**src/rtl/adder_result_fifo.sv**
```systemverilog
// adder_result_fifo
// -----------------
// Collects the {overflow, carryout, sum} results of the 4-bit ripple adder
// into a small FIFO. A slower sink can then drain them at its own pace.
// The block also keeps a sticky overflow flag and two saturating event
// counters: one for overflow events and one for carry-out events.
//
// Ports:
//   clk          rising-edge clock
//   reset        synchronous, active-high reset
//   in_sum       adder sum, index 0 is the MSB
//   in_carryout  adder carry-out
//   in_overflow  adder signed overflow
//   in_valid     producer has a valid result
//   in_ready     FIFO can take an entry (depends on registered state only)
//   out_data     head entry {overflow, carryout, sum}, index 0 = overflow; 0 when empty
//   out_valid    FIFO non-empty
//   out_ready    sink takes the head entry
//   level        current occupancy
//   sticky_ovf   set by any accepted overflow entry
//   clear_flags  clears sticky_ovf and both counters
//   ovf_count    saturating count of accepted overflow entries
//   cout_count   saturating count of accepted carry-out entries
module adder_result_fifo #(
    parameter int WIDTH = 4,
    parameter int DEPTH = 4,
    parameter int CNT_W = 8
) (
    input  logic                         clk,
    input  logic                         reset,
    input  logic [0:WIDTH-1]             in_sum,
    input  logic                         in_carryout,
    input  logic                         in_overflow,
    input  logic                         in_valid,
    output logic                         in_ready,
    output logic [0:WIDTH+1]             out_data,
    output logic                         out_valid,
    input  logic                         out_ready,
    output logic [$clog2(DEPTH+1)-1:0]   level,
    output logic                         sticky_ovf,
    input  logic                         clear_flags,
    output logic [CNT_W-1:0]             ovf_count,
    output logic [CNT_W-1:0]             cout_count
);

    localparam int PTR_W   = (DEPTH > 1) ? $clog2(DEPTH) : 1;
    localparam int LVL_W   = $clog2(DEPTH + 1);
    localparam int ENTRY_W = WIDTH + 2;

    logic [0:ENTRY_W-1] mem_q [DEPTH];
    logic [0:ENTRY_W-1] mem_d [DEPTH];
    logic [PTR_W-1:0]   wr_ptr_q, wr_ptr_d;
    logic [PTR_W-1:0]   rd_ptr_q, rd_ptr_d;
    logic [LVL_W-1:0]   level_q, level_d;
    logic               sticky_q, sticky_d;
    logic [CNT_W-1:0]   ovf_cnt_q, ovf_cnt_d;
    logic [CNT_W-1:0]   cout_cnt_q, cout_cnt_d;

    logic push;
    logic pop;

    // A clear that coincides with a push starts the counter from zero.
    // The pushed event is still added, so it is never lost.
    function automatic logic [CNT_W-1:0] next_count(
        input logic [CNT_W-1:0] cur,
        input logic             clr,
        input logic             inc
    );
        logic [CNT_W-1:0] base;
        base = clr ? '0 : cur;
        if (inc && (base != '1)) begin
            base = base + CNT_W'(1);
        end
        return base;
    endfunction

    // The handshake flags are decoded from registered occupancy only.
    assign in_ready  = (level_q != LVL_W'(DEPTH));
    assign out_valid = (level_q != '0);
    assign out_data  = out_valid ? mem_q[rd_ptr_q] : '0;
    assign level      = level_q;
    assign sticky_ovf = sticky_q;
    assign ovf_count  = ovf_cnt_q;
    assign cout_count = cout_cnt_q;

    always_comb begin
        push = in_valid && in_ready;
        pop  = out_valid && out_ready;

        mem_d    = mem_q;
        wr_ptr_d = wr_ptr_q;
        rd_ptr_d = rd_ptr_q;
        level_d  = level_q;

        if (push) begin
            mem_d[wr_ptr_q] = {in_overflow, in_carryout, in_sum};
            // DEPTH is a power of two, so the pointer wraps naturally.
            wr_ptr_d = wr_ptr_q + PTR_W'(1);
        end
        if (pop) begin
            rd_ptr_d = rd_ptr_q + PTR_W'(1);
        end

        case ({push, pop})
            2'b10:   level_d = level_q + LVL_W'(1);
            2'b01:   level_d = level_q - LVL_W'(1);
            default: level_d = level_q;
        endcase

        sticky_d   = clear_flags ? (push && in_overflow)
                                 : (sticky_q || (push && in_overflow));
        ovf_cnt_d  = next_count(ovf_cnt_q,  clear_flags, push && in_overflow);
        cout_cnt_d = next_count(cout_cnt_q, clear_flags, push && in_carryout);
    end

    always_ff @(posedge clk) begin
        if (reset) begin
            for (int i = 0; i < DEPTH; i++) begin
                mem_q[i] <= '0;
            end
            wr_ptr_q   <= '0;
            rd_ptr_q   <= '0;
            level_q    <= '0;
            sticky_q   <= 1'b0;
            ovf_cnt_q  <= '0;
            cout_cnt_q <= '0;
        end else begin
            mem_q      <= mem_d;
            wr_ptr_q   <= wr_ptr_d;
            rd_ptr_q   <= rd_ptr_d;
            level_q    <= level_d;
            sticky_q   <= sticky_d;
            ovf_cnt_q  <= ovf_cnt_d;
            cout_cnt_q <= cout_cnt_d;
        end
    end

endmodule

```
**config.mk**
```make
export PLATFORM = sky130hd
export DESIGN_NAME = adder_result_fifo
export DESIGN_NICKNAME = d
export VERILOG_FILES = /design/src/rtl/adder_result_fifo.sv
export SDC_FILE = /design/constraint.sdc
export NUM_CORES = 1
export LEC_CHECK = 0
export BUFFER_PORTS_ARGS = -buffer_cell sky130_fd_sc_hd__buf_2
export CAP_MARGIN = 20
export CORE_MARGIN = 10
export CORE_UTILIZATION = 58
export CTS_BUF_LIST = sky130_fd_sc_hd__clkbuf_2
export DETAILED_ROUTE_END_ITERATION = 10
export GPL_ROUTABILITY_DRIVEN = 0
export PLACE_DENSITY = 0.82
export SLEW_MARGIN = 20
export SYNTH_ARGS = -nofsm -noshare
export SYNTH_HDL_FRONTEND = slang
export SYNTH_SLANG_ARGS = --single-unit
```
**constraint.sdc**
```tcl
create_clock -name clk -period 2.7 [get_ports clk]
set_clock_uncertainty 0.1 [all_clocks]
set_input_delay 0.135 -clock clk [delete_from_list [all_inputs] [get_ports clk]]
set_output_delay 0.135 -clock clk [all_outputs]
set_load 0.01 [all_outputs]
```
==> key figures <==
Detailed routing
  – Vias per cell: between 5 and 6
  – DR vias: 1961
  – DR WL/cell: 15.1 um
  – Pre-Repair DR Iteration Count: 4
  – DRC viols: 0
  – Post-route ant nets: 0
  – First DRT Iteration DRCs: roughly 120
  – Post-Route WL: 5120 um

Power
  – Logic pwr share: 0.292
  – Clock power frac: 0.229
  – Seq pwr share: 0.479
  – P_sw: approximately 0.60 mW
  – Power Density: 650 nW/um^2
  – VDD IR-drop max: 457 uV
  – Sw Ratio: 0.338
  – Static leakage: approximately 1.3 nW
  – Internal: ~1.2 mW

Clock tree
  – Clk slew on worst S/H paths: 0.26 ns
  – Clk buf depth: 2
  – Post-CTS resize count: 0
  – H-tree Lvls: 2
  – Hold buffer count at cts: 9
  – Post-CTS Setup Inserts: 0
  – Cell chosen for the clock root: clkbuf_2
  – CTS Buf Count: 5
  – CTS tree: yes
  – Sink Count: 48
  – Clk_lat worst skew: ~0.44 ns

Critical path
  – CP cell instances: or3b_4, nand2_1, ha_1, inv_1, fa_1, xor2_1, or3_1, a21oi_1
  – WP data required: ~3.0 ns
  – Crit end category: flop
  – CP arrival: around 2.7 ns
  – RR Startpoint: level[2]
  – Reg2reg end: level[2]
  – Critical-path maximum fanout: 12
  – Reg-to-reg slack, setup: 0.27 ns
  – Largest delay contributor family on the critical path: simple AND/OR/NAND/NOR gates
  – Setup crit start: level[2]
  – CP Launch Type: flop
  – CP bufs+invs: 1
  – Setup Crit Path Kind: flop to flop
  – Worst path max stage delay: 0.48 ns
  – Worst Reg-to-Reg Cells: 8
  – Critical Path Slowest Stage Cell: or3b_4

Yosys
  – Netlist Area Pre-Place: 2380 um^2
  – Register area share after synthesis: 0.404
  – Yosys reg bits: 48
  – Post-synth ARST share: 0
  – Synth Instances: 246
  – Post-synthesis simple-gate area fraction: 0.233
  – Synth Area in XOR/XNOR: 0.0221
  – Syn nets: around 270
  – Synth Area in Compound Gates: 0.0837
  – Synth Warn #: 0
  – Synth Flop Type: dfxtp_1
  – Mux share of post-synthesis cell area: 0.177
  – Number of synthesized flops with an enable pin: 0
  – Largest family of logic cells by synthesized area: simple AND/OR/NAND/NOR gates
  – Netlist cell types: 49
  – Post-Synth Adder-Cell Area: 0.0453
  – Syn Area/Cell: 9.66 um^2

Min path
  – Min-Delay Endpoint: cout_count[5]
  – Worst Hold Launch: clear_flags
  – Hold path cells: 3
  – Worst Hold Class: input pin to flop

Final layout
  – Final #Nets: 308
  – Finished Layout Cells: between 300 and 400
  – Final Cell Area: approximately 2700 um^2
  – FILL cells: approximately 330
  – Most common cell after layout, fill and taps aside: dfxtp_1
  – Most frequent cells in the layout: 48 x dfxtp_1, 38 x nor2_1, 38 x buf_2, 27 x mux2i_1, 13 x nand2_1
  – Layout cells sized above 1: 0.228
  – Area grow syn2layout: 15.4%
  – Antenna Cells: 0

Timing
  – Final setup fails: 0
  – Unrepaired setup endpoints after global routing: false
  – Final period demand of the worst path: 2.43 ns
  – Max Freq: 412 MHz
  – Worst relative slew slack: 0.590
  – Slew Viols, Final: 0
  – Final period util: 0.899
  – Final Hold Fails: 0
  – Worst Slack Setup Final: 0.273 ns
  – Slew @ Worst Pin: 0.611 ns
  – Setup TNS: 0 ns

Global route
  – Global Route met2 Usage: 0.241
  – M1 GR Usage: 0.178
  – GRT met3 Usage: 0.0400
  – First-pass GRT wire length: 8880 um
  – Vias in the first global route: 1874
  – GRT Util Overall: 0.149
  – Largest net degree at the start of global routing: 46
  – Initial antenna violation count: 0
  – Grt peak-use layer: met2
  – Global route overflow: 0

Placed design
  – DP Cell Count: 323
  – DP Worst Slack: 0.316 ns
  – Number of port buffers: 38
  – DP HPWL: approximately 3600 um
  – Cell area after placement: 2580 um^2

Die
  – Die width: 84.0 um
  – # rows: 23
  – Core ar.: around 4000 um^2
  – Num ports: 39
  – Die area: 7060 um^2
  – Initial core utilization: 0.599
  – Die height: 84.0 um

Run
  – Number of max-cap violations: 0

Outcome
  – Status: finished clean
## worst register-to-register path, cell delays in order, from the launching register on
cell	delay, ns
dfxtp_1	0.43
or3b_4	0.48
nand2_1	0.16
ha_1	0.19
inv_1	0.06
fa_1	0.37
xor2_1	0.16
or3_1	0.30
a21oi_1	0.14
## flip-flops by register name (all words and copies together) (netlist names)
| name | cells |
|---|---|
| ovf_count | 8 |
| cout_count | 8 |
| level | 3 |
| sticky_ovf | 1 |
| wr_ptr_q | 2 |
| mem_q | 24 |
| rd_ptr_q | 2 |
## metrics by stage
stage               power [mW]  hold WS, ns   util
CTS                       1.80       0.0188  0.691
floorplan                 1.25        0.179      -
finish                    1.78       0.0237  0.691
global route              1.90       0.0349  0.691
global placement          1.36        0.316  0.650
detailed placement        1.38        0.325  0.650
## cell type report
type	instances	area, um^2	share of cell area
multi-input cells	179	1330	0.486
repair buffers	48	288	0.105
clock buffers	5	25.0	0.00912
inverters	7	26.3	0.00958
clock inverters	3	47.5	0.0173
well taps	50	62.6	0.0228
flip-flops and latches	48	961	0.350
## logic make-up (layout without fill, tap and decap cells)
family,Yosys count,count (layout)
AO/OA/AOI/OAI,29,29
XOR/XNOR,6,6
adder cells (fa/ha/maj),8,8
buffers and inverters,19,63
flip-flops,48,48
multiplexers,34,34
AND/OR/NAND/NOR,102,102
## layer usage
layer | share of wire | vias up
met1 | 0.45 | 941
li1 | - | 960
met5 | 0 | -
met2 | 0.48 | 52
met3 | 0.050 | 8
met4 | 0.015 | 0
## synth_stat cells, types with 3 or more instances
cell / n / area, um^2
nand3_1: 9 / 45.0
nand3_2: 4 / 40.0
mux4_2: 6 / 135
nor2_1: 38 / 143
buf_2: 3 / 15.0
xnor2_1: 3 / 26.3
inv_1: 7 / 26.3
or3_1: 4 / 25.0
a31oi_1: 3 / 18.8
nand2_1: 13 / 48.8
and2_1: 7 / 43.8
nor2b_1: 7 / 43.8
o21ai_0: 3 / 15.0
clkbuf_1: 7 / 26.3
dfxtp_1: 48 / 961
xor2_1: 3 / 26.3
a21oi_1: 10 / 50.1
ha_1: 7 / 87.6
mux2i_1: 27 / 270
## power by group through the flow
stage / clock network, mW / logic (mW) / registers (mW)
2_1_floorplan: 0 / 0.412 / 0.835
3_3_place_gp: 0 / 0.500 / 0.864
3_5_place_dp: 0 / 0.512 / 0.869
4_1_cts: 0.414 / 0.527 / 0.856
5_1_grt: 0.445 / 0.587 / 0.873
6_report: 0.408 / 0.521 / 0.854
## worst max path at each step
stage	slack (ns)	cells after the start	end
after detailed placement	0.32	8	level[2]
after CTS	0.27	8	level[2]
after global placement	0.38	8	level[2]
final	0.27	8	level[2]
after global routing	0.08	8	level[2]
after floorplan	0.32	9	level[2]
Note: power is estimated with default switching activity, not from simulation.
